<file path="src/rtl/mux_nx1_rr_pkg.sv">
// Shared types and constants for the N:1 registered round-robin multiplexer.
// Package mux_pkg is imported by the interface, the top and the testbench.
package mux_pkg;

  // Operating mode of the multiplexer.
  typedef enum logic {
    MODE_SELECT = 1'b0,
    MODE_RR     = 1'b1
  } mux_mode_t;

  // Largest supported input count.
  localparam int MUX_MAX_N   = 16;
  // Width of each per-input grant counter (optional feature).
  localparam int GRANT_CNT_W = 16;

  // Increment an index modulo n.
  // The wrap is written out explicitly so that non-power-of-two N works.
  function automatic int unsigned wrap_inc(input int unsigned idx, input int unsigned n);
    if (idx + 32'd1 >= n) begin
      return 32'd0;
    end else begin
      return idx + 32'd1;
    end
  endfunction

endpackage

</file>
<file path="src/rtl/mux_nx1_rr_if.sv">
// Handshake/data bundle between the producers, the mux and the consumer.
// The slave modport is the multiplexer's view; master is the environment's.
// Optional macro MUX_GRANT_COUNT_EN adds the flattened GRANT_COUNT vector.
interface mux_nx1_rr_if
  import mux_pkg::*;
#(
  parameter int WIDTH = 32,
  parameter int N     = 4
) ();

  localparam int SEL_W = $clog2(N);

  logic                 MODE;
  logic [SEL_W-1:0]     SELECT;
  logic [N-1:0]         VALID_IN;
  logic [N*WIDTH-1:0]   DATA_IN;
  logic [N-1:0]         READY_OUT;
  logic                 VALID_OUT;
  logic [WIDTH-1:0]     DATA_OUT;
  logic [SEL_W-1:0]     SRC_OUT;
  logic                 READY_IN;
`ifdef MUX_GRANT_COUNT_EN
  logic [N*GRANT_CNT_W-1:0] GRANT_COUNT;
`endif

`ifdef MUX_GRANT_COUNT_EN
  modport slave (
    input  MODE, SELECT, VALID_IN, DATA_IN, READY_IN,
    output READY_OUT, VALID_OUT, DATA_OUT, SRC_OUT, GRANT_COUNT
  );
  modport master (
    output MODE, SELECT, VALID_IN, DATA_IN, READY_IN,
    input  READY_OUT, VALID_OUT, DATA_OUT, SRC_OUT, GRANT_COUNT
  );
`else
  modport slave (
    input  MODE, SELECT, VALID_IN, DATA_IN, READY_IN,
    output READY_OUT, VALID_OUT, DATA_OUT, SRC_OUT
  );
  modport master (
    output MODE, SELECT, VALID_IN, DATA_IN, READY_IN,
    input  READY_OUT, VALID_OUT, DATA_OUT, SRC_OUT
  );
`endif

endinterface

</file>
<file path="src/rtl/mux_nx1_rr_rr_arbiter.sv">
// Combinational N-wide round-robin arbiter.
// Scans ptr, ptr+1, ... (mod N) and grants the first requester when enabled.
// Produces a one-hot grant, the binary index of the winner and a valid flag.
module rr_arbiter #(
  parameter  int N     = 4,
  localparam int SEL_W = $clog2(N)
) (
  input  logic [N-1:0]     req,
  input  logic [SEL_W-1:0] ptr,
  input  logic             en,
  output logic [N-1:0]     gnt_oh,
  output logic [SEL_W-1:0] gnt_idx,
  output logic             gnt_valid
);

  // One extra bit so ptr + k (at most 2N-2) never overflows before the wrap.
  logic [SEL_W:0] cand_s;
  logic           found_s;

  // Rotating priority scan starting at the pointer.
  always_comb begin
    cand_s  = '0;
    found_s = 1'b0;
    gnt_oh  = '0;
    gnt_idx = '0;
    for (int k = 0; k < N; k++) begin
      cand_s = {1'b0, ptr} + (SEL_W+1)'(k);
      if (cand_s >= (SEL_W+1)'(N)) begin
        cand_s = cand_s - (SEL_W+1)'(N);
      end else begin
        cand_s = cand_s;
      end
      if (en && !found_s && req[cand_s[SEL_W-1:0]]) begin
        found_s                         = 1'b1;
        gnt_oh[cand_s[SEL_W-1:0]]       = 1'b1;
        gnt_idx                         = cand_s[SEL_W-1:0];
      end else begin
        found_s = found_s;
      end
    end
    gnt_valid = found_s;
  end

endmodule

</file>
<file path="src/rtl/mux_nx1_rr.sv">
// mux_nx1_rr: N:1 registered multiplexer with per-input valid/ready.
// MODE=0 takes the input named by SELECT, MODE=1 arbitrates round-robin.
// A one-entry output register allows one accept per cycle with no bubble.
// Optional macro MUX_GRANT_COUNT_EN adds one 16-bit transfer counter per input.
module mux_nx1_rr
  import mux_pkg::*;
#(
  parameter  int WIDTH = 32,
  parameter  int N     = 4,
  localparam int SEL_W = $clog2(N)
) (
  input  logic           CLK,
  input  logic           RESET,
  mux_nx1_rr_if.slave    bus
);

  mux_mode_t          mode_s;
  logic               free_s;
  logic               grant_en_s;
  logic [N-1:0]       sel_oh_s;
  logic [N-1:0]       arb_oh_s;
  logic [SEL_W-1:0]   arb_idx_s;
  logic               arb_vld_s;
  logic               arb_en_s;
  logic [N-1:0]       gnt_oh_s;
  logic [SEL_W-1:0]   gnt_idx_s;
  logic               gnt_vld_s;
  logic [WIDTH-1:0]   data_sel_s;

  logic               valid_r;
  logic [WIDTH-1:0]   data_r;
  logic [SEL_W-1:0]   src_r;
  logic [SEL_W-1:0]   ptr_r;

  assign mode_s = mux_mode_t'(bus.MODE);

  // The register can take a word when empty or when its word leaves this cycle.
  // Reset suppresses every grant so READY_OUT is low while RESET is high.
  assign free_s     = !valid_r || bus.READY_IN;
  assign grant_en_s = free_s && !RESET;
  assign arb_en_s   = grant_en_s && (mode_s == MODE_RR);

  // Explicit-select candidate; an out-of-range SELECT matches no input.
  always_comb begin
    sel_oh_s = '0;
    for (int i = 0; i < N; i++) begin
      sel_oh_s[i] = (bus.SELECT == SEL_W'(i)) && bus.VALID_IN[i];
    end
  end

  rr_arbiter #(
    .N (N)
  ) u_arb (
    .req       (bus.VALID_IN),
    .ptr       (ptr_r),
    .en        (arb_en_s),
    .gnt_oh    (arb_oh_s),
    .gnt_idx   (arb_idx_s),
    .gnt_valid (arb_vld_s)
  );

  // Pick the grant source according to the current mode.
  always_comb begin
    gnt_oh_s  = '0;
    gnt_idx_s = '0;
    gnt_vld_s = 1'b0;
    case (mode_s)
      MODE_SELECT: begin
        gnt_oh_s  = grant_en_s ? sel_oh_s : '0;
        gnt_idx_s = bus.SELECT;
        gnt_vld_s = grant_en_s && (|sel_oh_s);
      end
      MODE_RR: begin
        gnt_oh_s  = arb_oh_s;
        gnt_idx_s = arb_idx_s;
        gnt_vld_s = arb_vld_s;
      end
      default: begin
        gnt_oh_s  = '0;
        gnt_idx_s = '0;
        gnt_vld_s = 1'b0;
      end
    endcase
  end

  // One-hot data mux driven directly by the grant vector.
  always_comb begin
    data_sel_s = '0;
    for (int i = 0; i < N; i++) begin
      data_sel_s = gnt_oh_s[i] ? bus.DATA_IN[i*WIDTH +: WIDTH] : data_sel_s;
    end
  end

  assign bus.READY_OUT = gnt_oh_s;

  // Output register: load on grant, empty on consume, otherwise hold.
  always_ff @(posedge CLK) begin
    if (RESET) begin
      valid_r <= 1'b0;
      data_r  <= '0;
      src_r   <= '0;
    end else if (gnt_vld_s) begin
      valid_r <= 1'b1;
      data_r  <= data_sel_s;
      src_r   <= gnt_idx_s;
    end else if (bus.READY_IN && valid_r) begin
      valid_r <= 1'b0;
      data_r  <= data_r;
      src_r   <= src_r;
    end else begin
      valid_r <= valid_r;
      data_r  <= data_r;
      src_r   <= src_r;
    end
  end

  // Round-robin pointer moves past the winner only on round-robin grants.
  always_ff @(posedge CLK) begin
    if (RESET) begin
      ptr_r <= '0;
    end else if (gnt_vld_s && (mode_s == MODE_RR)) begin
      ptr_r <= SEL_W'(wrap_inc(32'(gnt_idx_s), 32'(N)));
    end else begin
      ptr_r <= ptr_r;
    end
  end

  assign bus.VALID_OUT = valid_r;
  assign bus.DATA_OUT  = data_r;
  assign bus.SRC_OUT   = src_r;

`ifdef MUX_GRANT_COUNT_EN
  logic [GRANT_CNT_W-1:0] cnt_r [N];

  // Per-input transfer counters; a transfer is exactly a set grant bit.
  always_ff @(posedge CLK) begin
    if (RESET) begin
      for (int i = 0; i < N; i++) begin
        cnt_r[i] <= '0;
      end
    end else begin
      for (int i = 0; i < N; i++) begin
        if (gnt_oh_s[i]) begin
          cnt_r[i] <= cnt_r[i] + GRANT_CNT_W'(1);
        end else begin
          cnt_r[i] <= cnt_r[i];
        end
      end
    end
  end

  for (genvar gi = 0; gi < N; gi++) begin : g_cnt_out
    assign bus.GRANT_COUNT[gi*GRANT_CNT_W +: GRANT_CNT_W] = cnt_r[gi];
  end
`endif

endmodule
</file>
<file path="src/flat_wrapper.sv">
// flat-port wrapper written by rule: the top's interface ports become plain ports
module mux_nx1_rr_flat import mux_pkg::*;
#(
  parameter  int WIDTH = 32,
  parameter  int N     = 4,
  localparam int SEL_W = $clog2(N)
)
  (CLK, RESET, bus_MODE, bus_SELECT, bus_VALID_IN, bus_DATA_IN, bus_READY_IN, bus_READY_OUT, bus_VALID_OUT, bus_DATA_OUT, bus_SRC_OUT);
  mux_nx1_rr_if #(.WIDTH(WIDTH), .N(N)) bus_i ();
  input  logic CLK;
  input  logic RESET;
  input wire logic [$bits(bus_i.MODE)-1:0] bus_MODE;
  input wire logic [$bits(bus_i.SELECT)-1:0] bus_SELECT;
  input wire logic [$bits(bus_i.VALID_IN)-1:0] bus_VALID_IN;
  input wire logic [$bits(bus_i.DATA_IN)-1:0] bus_DATA_IN;
  input wire logic [$bits(bus_i.READY_IN)-1:0] bus_READY_IN;
  output wire logic [$bits(bus_i.READY_OUT)-1:0] bus_READY_OUT;
  output wire logic [$bits(bus_i.VALID_OUT)-1:0] bus_VALID_OUT;
  output wire logic [$bits(bus_i.DATA_OUT)-1:0] bus_DATA_OUT;
  output wire logic [$bits(bus_i.SRC_OUT)-1:0] bus_SRC_OUT;
  assign bus_i.MODE = bus_MODE;
  assign bus_i.SELECT = bus_SELECT;
  assign bus_i.VALID_IN = bus_VALID_IN;
  assign bus_i.DATA_IN = bus_DATA_IN;
  assign bus_i.READY_IN = bus_READY_IN;
  assign bus_READY_OUT = bus_i.READY_OUT;
  assign bus_VALID_OUT = bus_i.VALID_OUT;
  assign bus_DATA_OUT = bus_i.DATA_OUT;
  assign bus_SRC_OUT = bus_i.SRC_OUT;
  mux_nx1_rr #(.WIDTH(WIDTH), .N(N)) u_core (.CLK(CLK), .RESET(RESET), .bus(bus_i));
endmodule
</file>
<file path="config.mk">
export PLATFORM = sky130hd
export DESIGN_NAME = mux_nx1_rr_flat
export DESIGN_NICKNAME = d
export VERILOG_FILES = /design/src/rtl/mux_nx1_rr_pkg.sv /design/src/rtl/mux_nx1_rr_if.sv /design/src/rtl/mux_nx1_rr_rr_arbiter.sv /design/src/rtl/mux_nx1_rr.sv /design/src/flat_wrapper.sv
export SDC_FILE = /design/constraint.sdc
export NUM_CORES = 1
export LEC_CHECK = 0
export ABC_AREA = 1
export CAP_MARGIN = 20
export CORE_MARGIN = 2
export CORE_UTILIZATION = 35
export CTS_CLUSTER_DIAMETER = 100
export CTS_CLUSTER_SIZE = 20
export DETAILED_ROUTE_END_ITERATION = 16
export GPL_ROUTABILITY_DRIVEN = 0
export PLACE_DENSITY_LB_ADDON = 0.15
export SLEW_MARGIN = 10
export SYNTH_ARGS = -nofsm -noshare
export SYNTH_HDL_FRONTEND = slang
export SYNTH_SLANG_ARGS = --single-unit
</file>
<file path="constraint.sdc">
create_clock -name CLK -period 3.2 [get_ports CLK]
set_input_delay 0.32 -clock CLK [delete_from_list [all_inputs] [get_ports CLK]]
set_output_delay 0.32 -clock CLK [all_outputs]
set_load 0.005 [all_outputs]
</file>
# --- Yosys cells after proc, flatten, opt, wreduce, memory -nomap -nowiden ---
# Index checks and enable logic that the tools add are counted.
# W data, S select, Z words.
totals:
  reg_bits: 37
  out_inout_bits: 39
classes:
  n_eq_ne: 3
  addsub: 8
  n_reduce_logical: 29
  magnitude_cmp: 13
  muxes: 43
  bitwise: 4
op_table:
  columns: ["op", "count"]
  rows:
  - ["$mux W32", 4]
  - ["$logic_and A1 B1 Y1", 20]
  - ["$mux W4", 5]
  - ["$mux W2", 9]
  - ["$mux W1", 14]
  - ["$ge A3 B3 Y1 const B", 4]
  - ["$lt A2 B3 Y1 const B", 4]
  - ["$or A4 B4 Y4", 3]
  - ["$bmux W1 S2", 4]
  - ["$demux W1 S2", 4]
  - ["$ge A2 B1 Y1 const B", 4]
  - ["$pmux W4 S2", 1]
  - ["$sub A2 B1 Y2 const B", 4]
  - ["$add A2 B1 Y3 const B", 2]
  - ["$add A2 B2 Y3 const B", 2]
  - ["$logic_not A1 Y1", 5]
  - ["$eq A2 B2 Y1 const B", 2]
  - ["$pmux W2 S2", 1]
  - ["$reduce_or A4 Y1", 1]
  - ["$ge A2 B3 Y1 const B", 1]
  - ["$eq A2 B1 Y1 const B", 1]
  - ["$logic_not A2 Y1", 1]
  - ["$pmux W1 S2", 1]
  - ["$reduce_bool A2 Y1", 1]
  - ["other kinds (2)", 2]

# --- Depth between registers and ports, before layout ---
logic_depth:
  ltp_word: 23
  depth_mapped: 19
  ltp_nobuf: 17

# --- Hierarchy ---
# Synthesis repeated with hierarchy kept, for this count alone.
unflattened:
  hier_cells: 598
  area_unflattened_um2: 3459.6
modules_own_cells:
  columns: ["mod", "seq_area_each_um2", "n_inst", "cells_each", "area_each_um2"]
  rows:
  - ["mux_nx1_rr", 740.7, 1, 506, 2916.5]
  - ["rr_arbiter", 0.0, 1, 92, 543.0]

# --- Worst setup path after synthesis ---
# OpenSTA, ideal clock, no wires.
synth_timing:
  path_type: "flip-flop to flip-flop"
  startpoint: "reg u_core.ptr_r[0]"
  endpoint: "reg u_core.data_r[18], in the netlist u_core.bus.DATA_OUT[18]"
  n_path_buf: 3
  slack_ps: 922
  stages_incl_launch_ff: 18
  t_arrival_ps: 2134
  setup_ps: 143
  required_ps: 3057
  path_cell_list: "dfxtp_1 buf_6 inv_6 ha_1 inv_1 nand3_1 nand2_1 inv_2 nand3_2 nor2_1 a21oi_1 nand4_1 buf_4 buf_4 a21oi_1 nand2_1 nand2_1 a21oi_2"
synth_via:
  elab_chain_len: 23
synth_rtl:
  columns: ["item", "line_no", "source"]
  rows:
  - ["from (decl)", "mux_nx1_rr.sv:33", "logic [SEL_W-1:0] ptr_r;"]
  - ["from (signal assigned)", "mux_nx1_rr.sv:122", "ptr_r <= SEL_W'(wrap_inc(32'(gnt_idx_s), 32'(N)));"]
  - ["from (signal assigned)", "mux_nx1_rr.sv:124", "ptr_r <= ptr_r;"]
  - ["parallel branches: the longest is 23 deep, another holds $add A2 B1 Y3", null, null]
  - ["to (signal assigned)", "mux_nx1_rr.sv:104", "data_r <= data_sel_s;"]
  - ["to (signal assigned)", "mux_nx1_rr.sv:108", "data_r <= data_r;"]
  - ["to (signal assigned)", "mux_nx1_rr.sv:112", "data_r <= data_r;"]
  - ["to (decl)", "mux_nx1_rr.sv:31", "logic [WIDTH-1:0] data_r;"]
# Parallel ways; which one is timed is not known. The select of a mux whose other input is x is not followed.
# A chain may end at the register's enable or synchronous reset.

# --- Worst setup path in the final report ---
layout_timing:
  startpoint: "reg u_core.ptr_r[1]"
  endpoint: "out bus_READY_OUT[3]"
layout_via:
  elab_chain_len: 19
layout_rtl:
  columns: ["item", "line_no", "source"]
  rows:
  - ["parallel branches: the longest is 17 deep, another holds $add A2 B1 Y3", null, null]
  - ["$mux W4 *", "mux_nx1_rr_rr_arbiter.sv:33", "if (en && !found_s && req[cand_s[SEL_W-1:0]]) begin"]
  - ["$pmux W4 S2 *", "mux_nx1_rr.sv:67", "case (mode_s)"]
  - ["to (decl)", "flat_wrapper.sv:17", "output wire logic [$bits(bus_i.READY_OUT)-1:0] bus_READY_OUT;"]
# Mark *: on every way between the ends. The select of a mux whose other input is x is not followed.

==> results.py <==
metrics = {
    "timing": {
        "slew_headroom_pct": 58.4,
        "fmax_mhz": 331,
        "setup_violations": 0,
        "hold_viol": 0,
        "slew_violations": 0,
        "finalWorstSetupSlack_ns": 0.175,
        "setup_tns_ns": 0,
        "hold_slack_ns": 0.319,
        "fin_skew_ns": 0.00956,
        "finalCriticalPeriod_ns": 3.03,
        "worstMarginPinSlew_ns": 0.623,
        "rsz0062_at_grt": "false",
        "period_share_pct": 94.5,
    },
    "final_layout": {
        "antenna_cells": 0,
        "syn_to_final_growth_pct": 54.4,
        "design_area_um2": 5420,
        "drive_above_1_share_pct": 12.5,
        "nets": 896,
    },
    "worst_setup_path": {
        "critical_path_class": "flop to output port",
        "critPathArrivalTime_ns": 2.71,
        "cpMaxStageDelayCell": "clkdlybuf4s50_1",
        "crit_path_start_kind": "flop",
        "cp_data_required_time_ns": 2.88,
        "crit_chain": "inv_2 -> ha_1 -> inv_1 -> nand3_1 -> nand2_1 -> nand4_1 -> inv_1 -> nand2_1 -> nand4_1 -> clkdlybuf4s50_1",
        "cp_max_fo": 9,
        "endpoint_kind": "output port",
        "critPathMaxStageDelay_ns": 0.55,
    },
    "yosys": {
        "ys_warn_count": 0,
        "avgSynthCellArea_um2": 5.90,
        "netlist_area_um2": 3510,
        "ys_seq_elements": 37,
        "seq_area_frac_synth_pct": 21.1,
        "synth_nets": 738,
        "syn_inst": 595,
        "ys_types": 30,
    },
    "clocking": {
        "clk_latency_ns": 0.29,
        "cts_setup_buffers": 0,
        "cts_max_level": 2,
        "cts_made_buffers": 5,
        "cts_sinks": 37,
        "clk_pin_slew_ns": 0.08,
        "cts_tree": "built",
        "cts_buffer_depth": 2,
        "hold_buffers": 0,
        "clockRootBuffer": "clkbuf_8",
        "cts.repair.resized": 0,
    },
    "detailed_routing": {
        "wl_per_cell_um": 13.8,
        "wl_mm": 12.2,
        "ant_nets": 0,
        "drt-pass1-iter-count": 5,
        "viasPerCell": 4.82,
        "drc": 0,
        "num_vias": 4273,
        "drt_iter0_drc": 215,
    },
    "global_routing": {
        "grt_pass1_vias": 4112,
        "antenna_found_initial": 0,
        "grt_overflow": 0,
        "grt_usage_pct": 22.6,
        "grt_max_degree": 65,
        "grt_pass1_wl_mm": 20.3,
    },
    "hold_path": {
        "hold_class": "primary input to flop",
    },
    "die": {
        "die_area_um2": 10800,
        "io_pins": 177,
        "die_h_um": 104,
        "start_util_pct": 35.9,
        "core_um2": 9770,
        "dieWidth_um": 104,
        "row_count": 36,
    },
    "placed_design": {
        "dp.final_hpwl_mm": 8.94,
        "place_area_um2": 5330,
        "preCtsSetupSlack_ns": 0.406,
        "io_buffers": 176,
    },
    "run": {
        "maxCapViolations": 0,
    },
    "pwr": {
        "power_per_cell_area_nw_per_um2": 635,
        "finalPower_w": 0.00344,
        "vdd_drop_max_mv": 0.366,
        "p_leak_nw": 2.61,
    },
    "outcome": {
        "outcome": "completed",
    },
}
[logic make-up (layout without fill, tap and decap cells)]
family | Yosys count | count (layout) | synth area share [%]
simple gates | 315 | 315 | 39.4
compound gates | 113 | 113 | 21.1
flops | 37 | 37 | 21.1
fa+ha+maj | 5 | 5 | 1.78
buf+inv | 125 | 284 | 16.7
[cells in the final DEF, fill, tap and decap left out, types with 2 or more instances in the layout]
master / instances
nand2_1: 226
clkdlybuf4s50_1: 175
inv_1: 80
a21oi_1: 59
nand3_1: 52
a21oi_2: 44
dfxtp_1: 36
nor2_1: 9
inv_2: 8
nand2_2: 6
buf_4: 6
nand4_1: 5
o21ai_0: 5
ha_1: 5
clkbuf_8: 5
nand2_4: 4
nor3_1: 4
nand3_2: 4
buf_12: 4
nor2_2: 2
nor2_8: 2
clkinv_2: 2
[critical path: cells and delay by family, from the launching register on]
| family | cells | cell delay (ns) |
|---|---|---|
| adders and majority gates | 1 | 0.34 |
| buffers and inverters | 4 | 0.95 |
| DFF | 1 | 0.41 |
| and+or+nand+nor | 5 | 0.72 |
[cell type report]
class	instances	area (µm²)
Clock buffer	5	68.8
Clock inverter	3	17.5
Fill cell	995	4360
Inverter	90	345
Multi-Input combinational cell	433	2190
Sequential cell	37	742
Tap cell	133	166
Timing Repair Buffer	186	1880
[power by group]
group | switching, W | leakage (nW) | internal, W
clock network | 0.000179 | 0.0439 | 0.000151
logic | 0.00133 | 2.26 | 0.00105
registers | 0.0000984 | 0.307 | 0.000627
total | 0.00161 | 2.61 | 0.00183
[flip-flops by register name, summed over array words and instances (netlist names)]
register,flops
u_core.ptr_r,2
u_core.bus.DATA_OUT,32
u_core.bus.VALID_OUT,1
u_core.bus.SRC_OUT,2
[path summary, 6_finish.rpt]
kind | endpoint | start | slack [ns] | cells past startpoint
min reg2reg | u_core.bus.DATA_OUT[4] | u_core.bus.DATA_OUT[4] | 0.47 | 2
max | bus_READY_OUT[3] | u_core.ptr_r[1] | 0.17 | 10
min | u_core.bus.VALID_OUT | RESET | 0.32 | 4
max reg2reg | u_core.bus.DATA_OUT[2] | u_core.ptr_r[1] | 0.54 | 16
[metrics by stage]
stage          utilization [%]  instances
3_5_place_dp              54.5        879
3_3_place_gp              54.5        879
4_1_cts                   55.4        887
2_1_floorplan                -        595
6_report                  55.4        887
5_1_grt                   55.4        887
[synth_stat cells]
cell / instances / share of area, %
nand2_1: 226 / 24
inv_1: 80 / 8.6
a21oi_1: 59 / 8.4
nand3_1: 52 / 7.4
a21oi_2: 44 / 11
dfxtp_1: 37 / 21
buf_2: 11 / 1.6
buf_4: 10 / 2.1
nor2_1: 9 / 0.96
inv_2: 8 / 0.86
clkbuf_1: 7 / 0.75
buf_6: 6 / 1.9
nand2_2: 6 / 1.1
ha_1: 5 / 1.8
nand4_1: 5 / 0.89
o21ai_0: 5 / 0.71
nand2_4: 4 / 1.3
nand3_2: 4 / 1.1
nor3_1: 4 / 0.57
nor2_2: 2 / 0.36
nor2_8: 2 / 1.1
a211oi_1: 1 / 0.21
a21boi_0: 1 / 0.21
buf_8: 1 / 0.43
inv_4: 1 / 0.18
inv_6: 1 / 0.25
nand4_2: 1 / 0.36
o21ai_1: 1 / 0.14
o22ai_1: 1 / 0.18
o31ai_1: 1 / 0.21
[layer usage]
layer | track usage, % | vias to the layer above | share of wire, %
li1 | - | 2173 | -
met1 | 28.8 | 1906 | 44
met2 | 39.2 | 182 | 48
met3 | 4.51 | 12 | 7.2
met4 | 5.02 | 0 | 1.0
met5 | 0 | - | 0
Power figures use the tool's default switching activity.
